--- config.mk ---
export PLATFORM = sky130hd
export DESIGN_NAME = lambda_peak_finder
export DESIGN_NICKNAME = d
export VERILOG_FILES = /design/src/rtl/lambda_peak_finder_pkg.sv /design/src/rtl/lambda_peak_finder_max.sv /design/src/rtl/lambda_peak_finder.sv
export SDC_FILE = /design/constraint.sdc
export NUM_CORES = 1
export LEC_CHECK = 0
export ABC_CLOCK_PERIOD_IN_PS = 2170
export BUFFER_PORTS_ARGS = -buffer_cell sky130_fd_sc_hd__clkbuf_2
export CAP_MARGIN = 0
export CORE_ASPECT_RATIO = 1.75
export CORE_MARGIN = 2
export CORE_UTILIZATION = 30
export DETAILED_ROUTE_END_ITERATION = 7
export HOLD_SLACK_MARGIN = 0.1
export PLACE_DENSITY = 0.56
export SKIP_CTS_REPAIR_TIMING = 1
export SLEW_MARGIN = 40
export SYNTH_ARGS = -nofsm -noshare
export SYNTH_HDL_FRONTEND = slang
export SYNTH_SLANG_ARGS = --single-unit
--- constraint.sdc ---
create_clock -name clk -period 2.17 [get_ports clk]
set_clock_uncertainty 0.2 [all_clocks]
set_input_delay 0.3255 -clock clk [delete_from_list [all_inputs] [get_ports clk]]
set_output_delay 0.3255 -clock clk [all_outputs]
set_load 0.1 [all_outputs]
--- src/rtl/lambda_peak_finder_pkg.sv ---
// Shared types for the lambda peak finder: the lambda sample type and the FSM state enum.
package lambda_peak_finder_pkg;

    localparam int LAMBDA_W    = 14;
    localparam int LAMBDA_FRAC = 8;

    // Signed Q6.8 lambda sample
    typedef logic signed [LAMBDA_W-1:0] lambda_t;

    typedef enum logic [1:0] {
        IDLE   = 2'd0,
        SEARCH = 2'd1,
        REPORT = 2'd2
    } peak_state_e;

endpackage

--- src/rtl/lambda_peak_finder_max.sv ---
// lambda_max_tracker: running maximum of a window with its first index.
// The first sample after clear always loads; afterwards only a strictly larger
// sample replaces the best, so ties keep the earliest index. The next-state
// values are exported so the parent can capture the final result on the same
// edge that accepts the last sample.
module lambda_max_tracker
    import lambda_peak_finder_pkg::*;
#(
    parameter int IDX_W = 8
) (
    input  logic             clk,
    input  logic             rst,
    input  logic             clear,
    input  logic             sample_en,
    input  lambda_t          sample_val,
    input  logic [IDX_W-1:0] sample_idx,
    output lambda_t          best_val_nxt,
    output logic [IDX_W-1:0] best_idx_nxt
);

    lambda_t          best_val_q, best_val_d;
    logic [IDX_W-1:0] best_idx_q, best_idx_d;
    logic             first_flag_q, first_flag_d;

    // Compare and load: first sample of a window or a strictly greater value wins
    always_comb begin
        best_val_d   = best_val_q;
        best_idx_d   = best_idx_q;
        first_flag_d = first_flag_q;
        if (clear) begin
            first_flag_d = 1'b1;
        end else if (sample_en) begin
            if (first_flag_q || (sample_val > best_val_q)) begin
                best_val_d = sample_val;
                best_idx_d = sample_idx;
            end
            first_flag_d = 1'b0;
        end
    end

    // Best-value registers
    always_ff @(posedge clk) begin
        if (rst) begin
            best_val_q   <= '0;
            best_idx_q   <= '0;
            first_flag_q <= 1'b0;
        end else begin
            best_val_q   <= best_val_d;
            best_idx_q   <= best_idx_d;
            first_flag_q <= first_flag_d;
        end
    end

    assign best_val_nxt = best_val_d;
    assign best_idx_nxt = best_idx_d;

endmodule

--- src/rtl/lambda_peak_finder.sv ---
// lambda_peak_finder: finds the maximum lambda and its sample index over a
// window of WIN_LEN valid samples armed by frame_start.
// Optional threshold on the reported peak: define LAMBDA_PEAK_THRESH_EN.
// Without it, peak_found is simply 1 with every report.
module lambda_peak_finder
    import lambda_peak_finder_pkg::*;
#(
    parameter int WIN_LEN = 256,
    parameter int IDX_W   = $clog2(WIN_LEN)
`ifdef LAMBDA_PEAK_THRESH_EN
   ,parameter lambda_t PEAK_THRESH = 14'sd0
`endif
) (
    input  logic             clk,
    input  logic             rst,
    input  logic             frame_start,
    input  logic             lambda_valid,
    input  lambda_t          lambda_in,
    output logic             peak_valid,
    output logic             peak_found,
    output logic [IDX_W-1:0] peak_idx,
    output lambda_t          peak_val,
    output logic             busy
);

    localparam logic [IDX_W-1:0] LAST_IDX = IDX_W'(WIN_LEN - 1);

    peak_state_e      state_q, state_d;
    logic [IDX_W-1:0] count_q, count_d;
    logic             peak_valid_q, peak_valid_d;
    logic             peak_found_q, peak_found_d;
    logic [IDX_W-1:0] peak_idx_q, peak_idx_d;
    lambda_t          peak_val_q, peak_val_d;

    logic             trk_clear;
    logic             trk_sample;
    logic             last_accept;
    lambda_t          trk_val_nxt;
    logic [IDX_W-1:0] trk_idx_nxt;

    lambda_max_tracker #(.IDX_W(IDX_W)) u_max (
        .clk          (clk),
        .rst          (rst),
        .clear        (trk_clear),
        .sample_en    (trk_sample),
        .sample_val   (lambda_in),
        .sample_idx   (count_q),
        .best_val_nxt (trk_val_nxt),
        .best_idx_nxt (trk_idx_nxt)
    );

    // Next-state and window counter; a frame_start cycle never counts a sample
    always_comb begin
        state_d     = state_q;
        count_d     = count_q;
        trk_clear   = 1'b0;
        trk_sample  = 1'b0;
        last_accept = 1'b0;
        case (state_q)
            IDLE: begin
                if (frame_start) begin
                    state_d   = SEARCH;
                    count_d   = '0;
                    trk_clear = 1'b1;
                end
            end
            SEARCH: begin
                if (frame_start) begin
                    count_d   = '0;
                    trk_clear = 1'b1;
                end else if (lambda_valid) begin
                    trk_sample = 1'b1;
                    if (count_q == LAST_IDX) begin
                        last_accept = 1'b1;
                        count_d     = '0;
                        state_d     = REPORT;
                    end else begin
                        count_d = count_q + IDX_W'(1);
                    end
                end
            end
            REPORT: begin
                if (frame_start) begin
                    state_d   = SEARCH;
                    count_d   = '0;
                    trk_clear = 1'b1;
                end else begin
                    state_d = IDLE;
                end
            end
            default: state_d = IDLE;
        endcase
    end

    // Result capture on the last accepted sample so the fields are registered in REPORT
    always_comb begin
        peak_valid_d = last_accept;
        peak_val_d   = peak_val_q;
        peak_idx_d   = peak_idx_q;
        peak_found_d = peak_found_q;
        if (last_accept) begin
            peak_val_d = trk_val_nxt;
            peak_idx_d = trk_idx_nxt;
`ifdef LAMBDA_PEAK_THRESH_EN
            peak_found_d = (trk_val_nxt >= PEAK_THRESH);
`else
            peak_found_d = 1'b1;
`endif
        end
    end

    // State, counter and output registers
    always_ff @(posedge clk) begin
        if (rst) begin
            state_q      <= IDLE;
            count_q      <= '0;
            peak_valid_q <= 1'b0;
            peak_found_q <= 1'b0;
            peak_idx_q   <= '0;
            peak_val_q   <= '0;
        end else begin
            state_q      <= state_d;
            count_q      <= count_d;
            peak_valid_q <= peak_valid_d;
            peak_found_q <= peak_found_d;
            peak_idx_q   <= peak_idx_d;
            peak_val_q   <= peak_val_d;
        end
    end

    assign peak_valid = peak_valid_q;
    assign peak_found = peak_found_q;
    assign peak_idx   = peak_idx_q;
    assign peak_val   = peak_val_q;
    assign busy       = (state_q == SEARCH);

endmodule
* After elaboration in Yosys (flattened, before gate mapping)
Cells that the tools add are included.
Widths: inputs -> output; s select.
** Word-level totals
- Flip-flop bits (word level) :: 57
- Output and inout bits :: 25
- Word-level logic and storage cells :: 56
** Cells by class
- Add/sub/neg operators :: 1
- Magnitude comparators :: 1
- Eq/ne operators :: 9
- Mux-type cells :: 28
- Reduce and logical (&&, ||, !) cells :: 8
** Operators by type and width (number)
- $mux 8 :: 7
- $mux 14 :: 3
- $pmux 8 s2 :: 1
- $gt 14x14->1 :: 1
- $mux 1 :: 12
- $add 8x1->8 const B :: 1
- $eq 8x8->1 const B :: 1
- $mux 2 :: 4
- $ne 2x2->1 const B :: 3
- $pmux 2 s3 :: 1
- $ne 2x1->1 const B :: 2
- $reduce_and 4->1 :: 1
- $reduce_bool 2->1 :: 2
- $ne 3x3->1 const B :: 1
- $reduce_and 3->1 :: 1
- $reduce_or 3->1 :: 1
- $eq 2x1->1 const B :: 1
- $eq 2x2->1 const B :: 1
- $logic_not 2->1 :: 1
- $reduce_or 2->1 :: 1
- $logic_or 1x1->1 :: 1

* Depth between registers and ports, before layout
Gate-level depths: netlist of run 1.
- Depth in word-level cells :: 5
- Mapped depth :: 10

* Modules after synthesis
A second synthesis of run 1 with hierarchy kept.
** Second synthesis, totals
- Cells, all modules :: 303
- Area total of the unflattened synthesis :: 3056.7 sq um
** Modules (own cells, without submodules)
- lambda_max_tracker :: instances 1, cells each 166, area each 1705.4 sq um, sequential area each 460.4 sq um
- lambda_peak_finder :: instances 1, cells each 137, area each 1351.3 sq um, sequential area each 680.7 sq um

* Least setup slack after synthesis of run 1
Ideal clock, no wire load.
- Path kind :: flip-flop to output port
- Start :: register state_q[0]
- End :: output busy
- Data arrival time :: 1802 ps
- Path slack :: -158 ps
- Stages on the path, launching flop included :: 2
- Cell sequence :: dfxtp_1 nor2b_1
** On the way
- Cells in the longest elaborated chain, start to end :: 1
** Ends and longest elaborated chain
- start, declared :: line lambda_peak_finder.sv:28 : peak_state_e state_q, state_d;
- start signal, assigned :: line lambda_peak_finder.sv:122 : state_q <= state_d;
- $eq 2x1->1 :: line lambda_peak_finder.sv:135 : assign busy = (state_q == SEARCH);
- end, declared :: line lambda_peak_finder.sv:23 : output logic busy
Every way passes these cells.

* Final worst setup path of run 1
- Start :: register u_max.best_val_q[9]
- End :: register peak_idx_q[0], in the netlist peak_idx[0]
** On the way
- Cells in the longest elaborated chain, start to end :: 5
** Ends and longest elaborated chain
- start, declared :: line lambda_peak_finder_max.sv:21 : lambda_t best_val_q, best_val_d;
- start signal, assigned :: line lambda_peak_finder_max.sv:48 : best_val_q <= best_val_d;
- $gt 14x14->1 :: line lambda_peak_finder_max.sv:33 : if (first_flag_q || (sample_val > best_val_q)) begin
- $logic_or 1x1->1 :: line lambda_peak_finder_max.sv:33
- $mux 8 :: line lambda_peak_finder_max.sv:33
- $mux 8 :: line lambda_peak_finder_max.sv:32 : end else if (sample_en) begin
- $mux 8 :: line lambda_peak_finder_max.sv:30 : if (clear) begin
- end signal, assigned :: line lambda_peak_finder.sv:126 : peak_idx_q <= peak_idx_d;
- end, declared :: line lambda_peak_finder.sv:32 : logic [IDX_W-1:0] peak_idx_q, peak_idx_d;
Every way passes these cells.
A chain may end at the register's enable or synchronous reset.

==> results_dict.tcl, run 1 <==
set metrics [dict create \
    drtPass1Iterations 4 \
    synth_warnings 0 \
    final_common_cell "nor2_1" \
    min_period_ns 2.34 \
    avgSynthCellArea_um2 9.18 \
    crit_path_end_kind "register" \
    grt_max_degree 36 \
    via_per_inst 4.91 \
    grt_pass1_vias 2071 \
    max_freq_ghz 0.427 \
    seq_area_frac_synth 0.464 \
    drc_errors 0 \
    violations "negative setup slack" \
    cts_tree "built" \
    grt_antenna_before_repair 0 \
    fin_ws_ns -0.174 \
    ys_types 32 \
    initial_utilization 0.309 \
    fin_area_um2 3820 \
    holdWs_ns 0.114 \
    cp_cell_sequence "inv_2 -> ha_4 -> and4_4 -> a21oi_4 -> a31o_4 -> a21oi_4 -> buf_12 -> buf_12 -> mux2i_4 -> a211oi_2" \
    drt_iter0_drc 64 \
    die_height_um 124 \
    io_buffers 42 \
    final_layout_size_suffix_gt1_frac 0.474 \
    syn_nets 301 \
    rows 43 \
    clk_pin_slew_worst_paths_ns 0.05 \
    numClockSinks 57 \
    clkLatencyLatePin_ns 0.33 \
    numCtsBuffers 9 \
    final_core_util 0.480 \
    mostFrequentLayoutCells "59 x nor2_1, 45 x dfxtp_1, 42 x clkbuf_2, 28 x buf_4" \
    ant_nets 0 \
    grt_pass1_wl_um 9500 \
    cts_max_path_buffers 2 \
    tightest_slew_ns 0.578 \
    path_delay_family "compound AO/OA/AOI/OAI gates" \
    finalMaxSlewViolations 0 \
    setup-tns-final_ns -3.95 \
    dp_hpwl_um 4060 \
    nets 376 \
    grt.overflow.total 0 \
    root_buffer "clkbuf_16" \
    critPathMaxStageDelay_ns 0.33 \
    final_hold_viol_count 0 \
    syn_inst 268 \
    worstPathRequired_ns 2.18 \
    rsz0062_at_grt "yes" \
    leakagePower_nw 1.45 \
    wirelength_um 6360 \
    via_count 2151 \
    path_class "register to register" \
    gp_congestion 0.739 \
    wl_per_cell_um 14.5 \
    start_kind "register" \
    max_cap_viol_count 0 \
    cp.buffers_inverters 3 \
    slowest_stage "dfxtp_2" \
    core_area_um2 7960 \
    hold_class "input pin to register" \
    powerDensity_nw_per_um2 737 \
    ys_ff_latch 57 \
    power_mw 2.81 \
    cp_max_fo 8 \
    grt_usage 0.141 \
    dp.cells 406 \
    period_share 1.08 \
    preCtsSetupSlack_ns -0.282 \
    htree_levels 3 \
    synth_area_um2 2460 \
    area_growth_pct 55.2 \
    finalSetupViolations 44 \
    placed_area_um2 2900 \
    n_antenna_cell 0 \
    status "finished with violations" \
    die_w_um 72.5 \
    relSlewSlack 0.615 \
    arrival_ns 2.35 \
    floorplan.die_area_um2 8970 \
    max-vdd-ir-drop_v 0.000402 \
    fin_cells 438 \
    pin_count 43 \
]
[cells by family after synthesis]
family,Yosys count,share of synthesized area
and+or+nand+nor,96,0.182
buffers and inverters,31,0.0595
AOI/OAI and AO/OA,41,0.108
adders and majority gates,15,0.0763
muxes,22,0.0895
xor gates and xnor gates,6,0.0214
DFF,57,0.464
[per-layer routing]
layer | global-route usage | vias to the layer above | part of all wire
li1 | - | 1075 | -
met4 | 0.0833 | 0 | 0.025
met2 | 0.257 | 34 | 0.56
met5 | 0 | - | 0
met3 | 0.0348 | 11 | 0.027
met1 | 0.143 | 1031 | 0.38
[worst min-delay path, stage by stage]
cell	delay, ns
clkbuf_2	0.12
mux2i_4	0.08
nor2_1	0.07
[synth_stat cells, drive strengths merged]
cell type / number / area share
nor3b: 1 / 0.0051
and3b: 1 / 0.0036
nor2: 59 / 0.090
nand4: 4 / 0.010
a211oi: 19 / 0.058
and2: 1 / 0.0025
xor2: 5 / 0.018
nand4b: 1 / 0.0036
mux2i: 22 / 0.089
nand2: 7 / 0.011
inv: 17 / 0.026
and3: 2 / 0.0051
a21o: 1 / 0.0031
ha: 15 / 0.076
o211ai: 1 / 0.0031
buf: 5 / 0.020
clkbuf: 9 / 0.014
a21oi: 12 / 0.024
o311ai: 1 / 0.0036
nand3: 1 / 0.0020
nor2b: 2 / 0.0051
and4: 5 / 0.018
nand2b: 2 / 0.0061
dfxtp: 57 / 0.46
o21ai: 6 / 0.012
nor3: 10 / 0.020
a31o: 1 / 0.0036
xnor2: 1 / 0.0036
[path summary, 6_finish.rpt]
kind	start	to	slack [ns]	cells past startpoint
max	u_max.best_val_q[9]	peak_idx[0]	-0.17	10
min	lambda_in[2]	u_max.best_val_q[2]	0.11	3
max reg2reg	u_max.best_val_q[9]	peak_idx[0]	-0.17	10
min reg2reg	peak_found	peak_found	0.27	2
[power by group]
group	total, mW	internal (mW)	switching (mW)
logic	0.264	0.128	0.136
registers	1.07	1.06	0.00969
clock network	1.48	0.997	0.484
[sequential cells by signal, indices dropped and copies added, names as in the netlist]
| register | cells |
|---|---|
| count_q | 8 |
| peak_found | 1 |
| peak_idx | 8 |
| peak_val | 14 |
| peak_valid | 1 |
| state_q | 2 |
| u_max.best_idx_q | 8 |
| u_max.best_val_q | 14 |
| u_max.first_flag_q | 1 |
[layout make-up]
type | count | area (um2)
fillers | 771 | 4140
multi-input cells | 180 | 1620
flip-flops and latches | 57 | 1160
repair buffers | 78 | 558
clock buffers | 10 | 229
well taps | 90 | 113
clock inverters | 6 | 82.6
inverters | 17 | 63.8
No activity file was read; power rests on OpenSTA's default activity.
==> run 2: changes to the inputs <==
--- a/config.mk
+++ b/config.mk
@@ -5,6 +5,7 @@
 export SDC_FILE = /design/constraint.sdc
 export NUM_CORES = 1
 export LEC_CHECK = 0
+export ABC_AREA = 1
 export ABC_CLOCK_PERIOD_IN_PS = 2170
 export BUFFER_PORTS_ARGS = -buffer_cell sky130_fd_sc_hd__clkbuf_2
 export CAP_MARGIN = 0
@@ -13,7 +14,7 @@
 export CORE_UTILIZATION = 30
 export DETAILED_ROUTE_END_ITERATION = 7
 export HOLD_SLACK_MARGIN = 0.1
-export PLACE_DENSITY = 0.56
+export PLACE_DENSITY = 0.48
 export SKIP_CTS_REPAIR_TIMING = 1
 export SLEW_MARGIN = 40
 export SYNTH_ARGS = -nofsm -noshare
==> run 2 against run 1 <==
  * The run still ends with negative setup slack left
  * Register-to-register slack improved by 0.17 ns
  * Utilization decreased by 1.7 points
  * Sequential power about the same
  * Worst hold slack got worse by 0.013 ns
  * First-iteration DRC count grew 27%
  * Non-clock buffer count up 12
  * Synthesized area is 14% higher
  * Synthesized cell count is 43% higher
  * Via count grew 24%
  * Critical path depth grew 7
  * Clock power shrank 5%
  * Die area grew 13%
==> results_dict.tcl, run 2 <==
set metrics [dict create \
    status "finished with violations" \
    violations "negative setup slack" \
    synthTopCellsByCount "57 x dfxtp_1, 57 x nor2_1, 56 x nand2_1" \
    grt_usage 0.147 \
    synth_async_sr_flop_share 0 \
    leakagePower_nw 1.85 \
    seq_area_frac_synth 0.407 \
    io_buffers 42 \
    synth_top_area_frac 0.407 \
    wirelength_um 7540 \
    rows 46 \
    syn_inst 384 \
    synth_area_um2 2800 \
    path_class "register to register" \
    rsz0062_at_grt "yes" \
    wl_per_cell_um 12.7 \
    max_cap_viol_count 0 \
    n_antenna_cell 0 \
    numCtsBuffers 9 \
    start_kind "register" \
    slowest_stage "dfxtp_2" \
    cp_cell_sequence "inv_1 -> ha_4 -> nand2_2 -> inv_1 -> nand2_1 -> nand2_1 -> a21oi_2 -> buf_4 -> nand3_2 -> nand3_2 -> nand2_4 -> nand2_8 -> buf_12 -> nand2_4 -> nand3_2 -> nand2_2 -> inv_1" \
    syn_nets 417 \
    pin_count 43 \
    final_layout_size_suffix_gt1_frac 0.432 \
    combinationalPowerShare 0.109 \
    max_freq_ghz 0.461 \
    grt_antenna_before_repair 0 \
    crit_path_end_kind "register" \
    powerDensity_nw_per_um2 660 \
    min_period_ns 2.17 \
    initial_utilization 0.308 \
    synth_warnings 0 \
    synth_edf_count 0 \
    gp_congestion 0.812 \
    via_count 2673 \
    period_share 1.00 \
    final_core_util 0.462 \
    power.switching_uw 645 \
    p_int_mw 2.13 \
    die_w_um 77.1 \
    tightest_slew_ns 0.552 \
    clk_pin_slew_worst_paths_ns 0.05 \
    area_growth_pct 50.1 \
    critPathMaxStageDelay_ns 0.33 \
    swShare 0.232 \
    hold_class "input pin to register" \
    htree_levels 3 \
    grt_max_degree 30 \
    die_height_um 132 \
    ys_types 27 \
    arrival_ns 2.19 \
    root_buffer "clkbuf_16" \
    dp_hpwl_um 5130 \
    synth_flop_cell "dfxtp_1" \
    drtPass1Iterations 4 \
    cp.buffers_inverters 5 \
    clkLatencyLatePin_ns 0.32 \
    via_per_inst 4.50 \
    drc_errors 0 \
    grt_pass1_wl_um 11800 \
    nets 503 \
    ant_nets 0 \
    yosys.area.top_type "dfxtp_1" \
    final_common_cell "nor2_1" \
    power_frac_seq 0.385 \
    finalSetupViolations 1 \
    synth_area_leaders "dfxtp_1 41%, nand3_1 8.9%, nor2_1 7.6%, nand2_1 7.5%, inv_1 7.2%" \
    final_hold_viol_count 0 \
    numClockSinks 57 \
    relSlewSlack 0.634 \
    num-fill-cells 960 \
    mostFrequentLayoutCells "55 x nor2_1, 48 x inv_1, 47 x nand2_1, 46 x dfxtp_1, 42 x clkbuf_2" \
    finalMaxSlewViolations 0 \
    p_clk_frac 0.506 \
    drt_iter0_drc 81 \
    fin_ws_ns -0.000230 \
    grt_pass1_vias 2589 \
    cts_max_path_buffers 2 \
    grt.overflow.total 0 \
    worstPathRequired_ns 2.19 \
    setup-tns-final_ns -0.000230 \
    core_area_um2 9090 \
    ys_ff_latch 57 \
    path_delay_family "simple AND/OR/NAND/NOR gates" \
    cp_max_fo 7 \
    floorplan.die_area_um2 10200 \
    avgSynthCellArea_um2 7.30 \
    cts_tree "built" \
    max-vdd-ir-drop_v 0.000441 \
]
==> run 2: changes by cell type after synthesis, sizes merged, moves of 5 or more <==
cell    delta
clkbuf     -6
inv       +41
a211oi    -17
nor3       -8
buf        +7
nand2     +72
a21oi     +18
and4       -5
mux2i     -22
nand3     +52
==> run 2: final cells by class <==
class / count / area, um2 / share of cell area
clock buffer: 12 / 256 / 0.0610
clock inverter: 3 / 40.0 / 0.00952
inverter: 58 / 218 / 0.0518
multi-input combinational: 254 / 1710 / 0.408
sequential: 57 / 1150 / 0.275
tap: 120 / 150 / 0.0357
timing repair buffer: 90 / 671 / 0.160
==> run 2: cell families (layout without fill, tap and decap cells) <==
family,count (synthesis),in the layout,share of synthesized area
AO/OA/AOI/OAI,38,38,0.0724
XOR/XNOR,3,3,0.00938
adder cells (fa/ha/maj),15,15,0.0670
buffers and inverters,73,163,0.115
flip-flops,57,57,0.407
AND/OR/NAND/NOR,198,198,0.329
==> run 2: worst register-to-register path, cell delays in order (launching register included) <==
cell and delay (ns):
dfxtp_2 0.33, inv_1 0.06, ha_4 0.28, nand2_2 0.07, inv_1 0.05, nand2_1 0.05, nand2_1 0.07, a21oi_2 0.05
buf_4 0.13, nand3_2 0.06, nand3_2 0.09, nand2_4 0.13, nand2_8 0.09, buf_12 0.17, nand2_4 0.06, nand3_2 0.07
nand2_2 0.07, inv_1 0.03
==> run 2: worst paths after layout <==
kind | from | to | slack, ns | depth (start not counted)
max | u_max.best_val_q[13] | peak_idx[0] | -0.0002 | 17
min | frame_start | u_max.first_flag_q | 0.10 | 3
max reg2reg | u_max.best_val_q[13] | peak_idx[0] | -0.0002 | 17
min reg2reg | peak_found | peak_found | 0.26 | 1
==> run 2: power groups by stage <==
stage	Combinational (mW)	Sequential, mW	Clock [mW]
2_1_floorplan	0.140	1.09	0
3_3_place_gp	0.236	1.09	0
3_5_place_dp	0.238	1.09	0
4_1_cts	0.239	1.07	1.44
5_1_grt	0.334	1.07	1.50
6_report	0.303	1.07	1.40
==> run 2: routing by layer <==
metal	vias to the layer above	wire length (um)	track usage
li1	1382	-	-
met1	1228	2940	0.160
met2	40	4150	0.262
met3	23	192	0.0342
met4	0	250	0.0754
met5	-	0	0
==> run 2: metrics by stage <==
| stage | cell area (um2) | cells | hold slack (ns) | setup WS [ns] | power (mW) |
|---|---|---|---|---|---|
| CTS | 3730 | 588 | 0.0876 | -0.147 | 2.74 |
| finish | 4200 | 594 | 0.101 | -0.000230 | 2.78 |
| floorplan | 2810 | 384 | 0.241 | 0.118 | 1.23 |
| detailed placement | 3430 | 573 | 0.256 | -0.204 | 1.33 |
| global route | 4200 | 594 | 0.117 | -0.126 | 2.90 |
| global placement | 3430 | 573 | 0.249 | -0.190 | 1.32 |
==> run 3: changes to the inputs <==
==> constraint.sdc (replaced) <==
create_clock -name clk -period 2.17 [get_ports clk]
set_clock_uncertainty 0.2 [all_clocks]
set_input_delay 0.1085 -clock clk [delete_from_list [all_inputs] [get_ports clk]]
set_output_delay 0.1085 -clock clk [all_outputs]
set_load 0.1 [all_outputs]
==> run 3 against run 2 <==
  * Utilization up 0.28 points
  * Via count up 0.64%
  * Highest routed layer unchanged
  * The flow now finishes without violations
  * Final cell count up 1.0%
==> results_dict.tcl, run 3 (synthesized netlist as in run 2, its figures left out) <==
set metrics [dict create \
    status "finished clean" \
    gp_congestion 0.769 \
    placed_area_um2 3330 \
    die_height_um 132 \
    clk_pin_slew_worst_paths_ns 0.05 \
    clkLatencyLatePin_ns 0.33 \
    final_hold_viol_count 0 \
    dr_wl_met2_um 4170 \
    drc_errors 0 \
    min_period_ns 2.13 \
    grt_pass1_wl_um 11400 \
    period_share 0.980 \
    nets 509 \
    final_common_cell "nor2_1" \
    arrival_ns 2.15 \
    hold_path_depth 6 \
    fin_ws_ns 0.0436 \
    root_buffer "clkbuf_16" \
    core_area_um2 9090 \
    worstRegToRegCells 17 \
    dp_hpwl_um 5200 \
    grt.overflow.total 0 \
    combinationalPowerShare 0.122 \
    grt_antenna_before_repair 0 \
    max_freq_ghz 0.470 \
    max_cap_viol_count 0 \
    ant_nets 0 \
    mostFrequentLayoutCells "55 x nor2_1, 47 x inv_1, 46 x dfxtp_1, 42 x clkbuf_2, 40 x nand2_1" \
    p_clk_frac 0.474 \
    wl_met1_um 2910 \
    grt_usage 0.144 \
    htree_levels 3 \
    cp.buffers_inverters 3 \
    slowest_stage "dfxtp_2" \
    num-fill-cells 948 \
    worstPathRequired_ns 2.19 \
    power.switching_uw 638 \
    n_antenna_cell 0 \
    drtPass1Iterations 4 \
    pin_count 43 \
    rsz0062_at_grt "yes" \
    initial_utilization 0.308 \
    hold_class "input pin to register" \
    tightest_slew_ns 0.544 \
    r2r_start "u_max.best_val_q[11]" \
    numClockSinks 57 \
    io_buffers 42 \
    via_per_inst 4.48 \
    crit_start "u_max.best_val_q[11]" \
    final_layout_size_suffix_gt1_frac 0.413 \
    drt_iter0_drc 99 \
    leakagePower_nw 1.83 \
    floorplan.die_area_um2 10200 \
    p_int_mw 2.00 \
    powerDensity_nw_per_um2 625 \
    grt_max_degree 32 \
    relSlewSlack 0.639 \
    path_class "register to register" \
    holdWs_ns 0.196 \
    wirelength_um 7460 \
    rows 46 \
    wl_met3_um 210 \
    reg2reg_setup_slack_ns 0.04 \
    fin_area_um2 4230 \
    max-vdd-ir-drop_v 0.000421 \
    via_count 2690 \
    crit_top_cell "nand2_2" \
    cts_max_path_buffers 2 \
    critPathMaxStageDelay_ns 0.36 \
    wl_per_cell_um 12.4 \
    cp_cell_sequence "inv_2 -> ha_4 -> nand2_2 -> nand2_2 -> nand2_2 -> nand2_2 -> a21oi_2 -> nand2_1 -> nand2_1 -> nand3_2 -> nand2_4 -> nand2_8 -> clkbuf_16 -> nand2_4 -> nand3_1 -> nand2_1 -> inv_1" \
    area_growth_pct 51.0 \
    r2r_end "peak_val[3]" \
    start_kind "register" \
    finalSetupViolations 0 \
    multi_input_area_um2 1710 \
    highest-signal-layer "met4" \
    numCtsBuffers 9 \
    grt_pass1_vias 2566 \
    setup-tns-final_ns 0 \
    power_frac_seq 0.405 \
    crit_path_end_kind "register" \
    seqCellArea_um2 1150 \
    finalMaxSlewViolations 0 \
    path_delay_family "simple AND/OR/NAND/NOR gates" \
    cp.depth 17 \
    crit_end "peak_val[3]" \
    cts_tree "built" \
    swShare 0.242 \
    preCtsSetupSlack_ns -0.0883 \
    cp_max_fo 7 \
    die_w_um 77.1 \
    power_mw 2.64 \
]
==> run 3: cell type report <==
| cell class | instances | area share |
|---|---|---|
| multi-input cells | 254 | 0.404 |
| flip-flops and latches | 57 | 0.273 |
| repair buffers | 96 | 0.175 |
| clock buffers | 15 | 0.0609 |
| inverters | 58 | 0.0515 |
| well taps | 120 | 0.0355 |
==> run 3: power groups by stage <==
stage               registers (mW)  logic (mW)  clock network, mW
floorplan                     1.09       0.140                  0
global placement              1.09       0.218                  0
detailed placement            1.09       0.218                  0
CTS                           1.07       0.220               1.28
global route                  1.07       0.353               1.33
finish                        1.07       0.321               1.25
==> run 3: how the worst min path moves through the flow <==
| stage | start | end | slack [ns] |
|---|---|---|---|
| floorplan | frame_start | u_max.first_flag_q | 0.08 |
| detailed placement | frame_start | u_max.first_flag_q | 0.22 |
| CTS | frame_start | u_max.first_flag_q | -0.12 |
| global route | frame_start | u_max.best_val_q[11] | 0.26 |
| finish | frame_start | u_max.best_val_q[11] | 0.20 |
| global placement | frame_start | u_max.first_flag_q | 0.21 |
==> run 3: layer usage <==
metal  GRT usage  up-vias
met1       0.137     1255
met3      0.0377       12
met5           0        -
met2       0.276       30
met4      0.0734        0
li1            -     1393
==> run 3: through the flow <==
stage,utilization,std cells
after floorplan,-,384
after global placement,0.366,559
after detailed placement,0.366,559
after CTS,0.394,574
after global routing,0.465,600
final,0.465,600
==> run 3: worst register-to-register path: stages (launching register included) <==
cell and delay, ns:
dfxtp_2 0.36, inv_2 0.05, ha_4 0.25, nand2_2 0.06, nand2_2 0.05, nand2_2 0.06
nand2_2 0.04, a21oi_2 0.12, nand2_1 0.06, nand2_1 0.07, nand3_2 0.09, nand2_4 0.12
nand2_8 0.09, clkbuf_16 0.18, nand2_4 0.05, nand3_1 0.07, nand2_1 0.07, inv_1 0.03
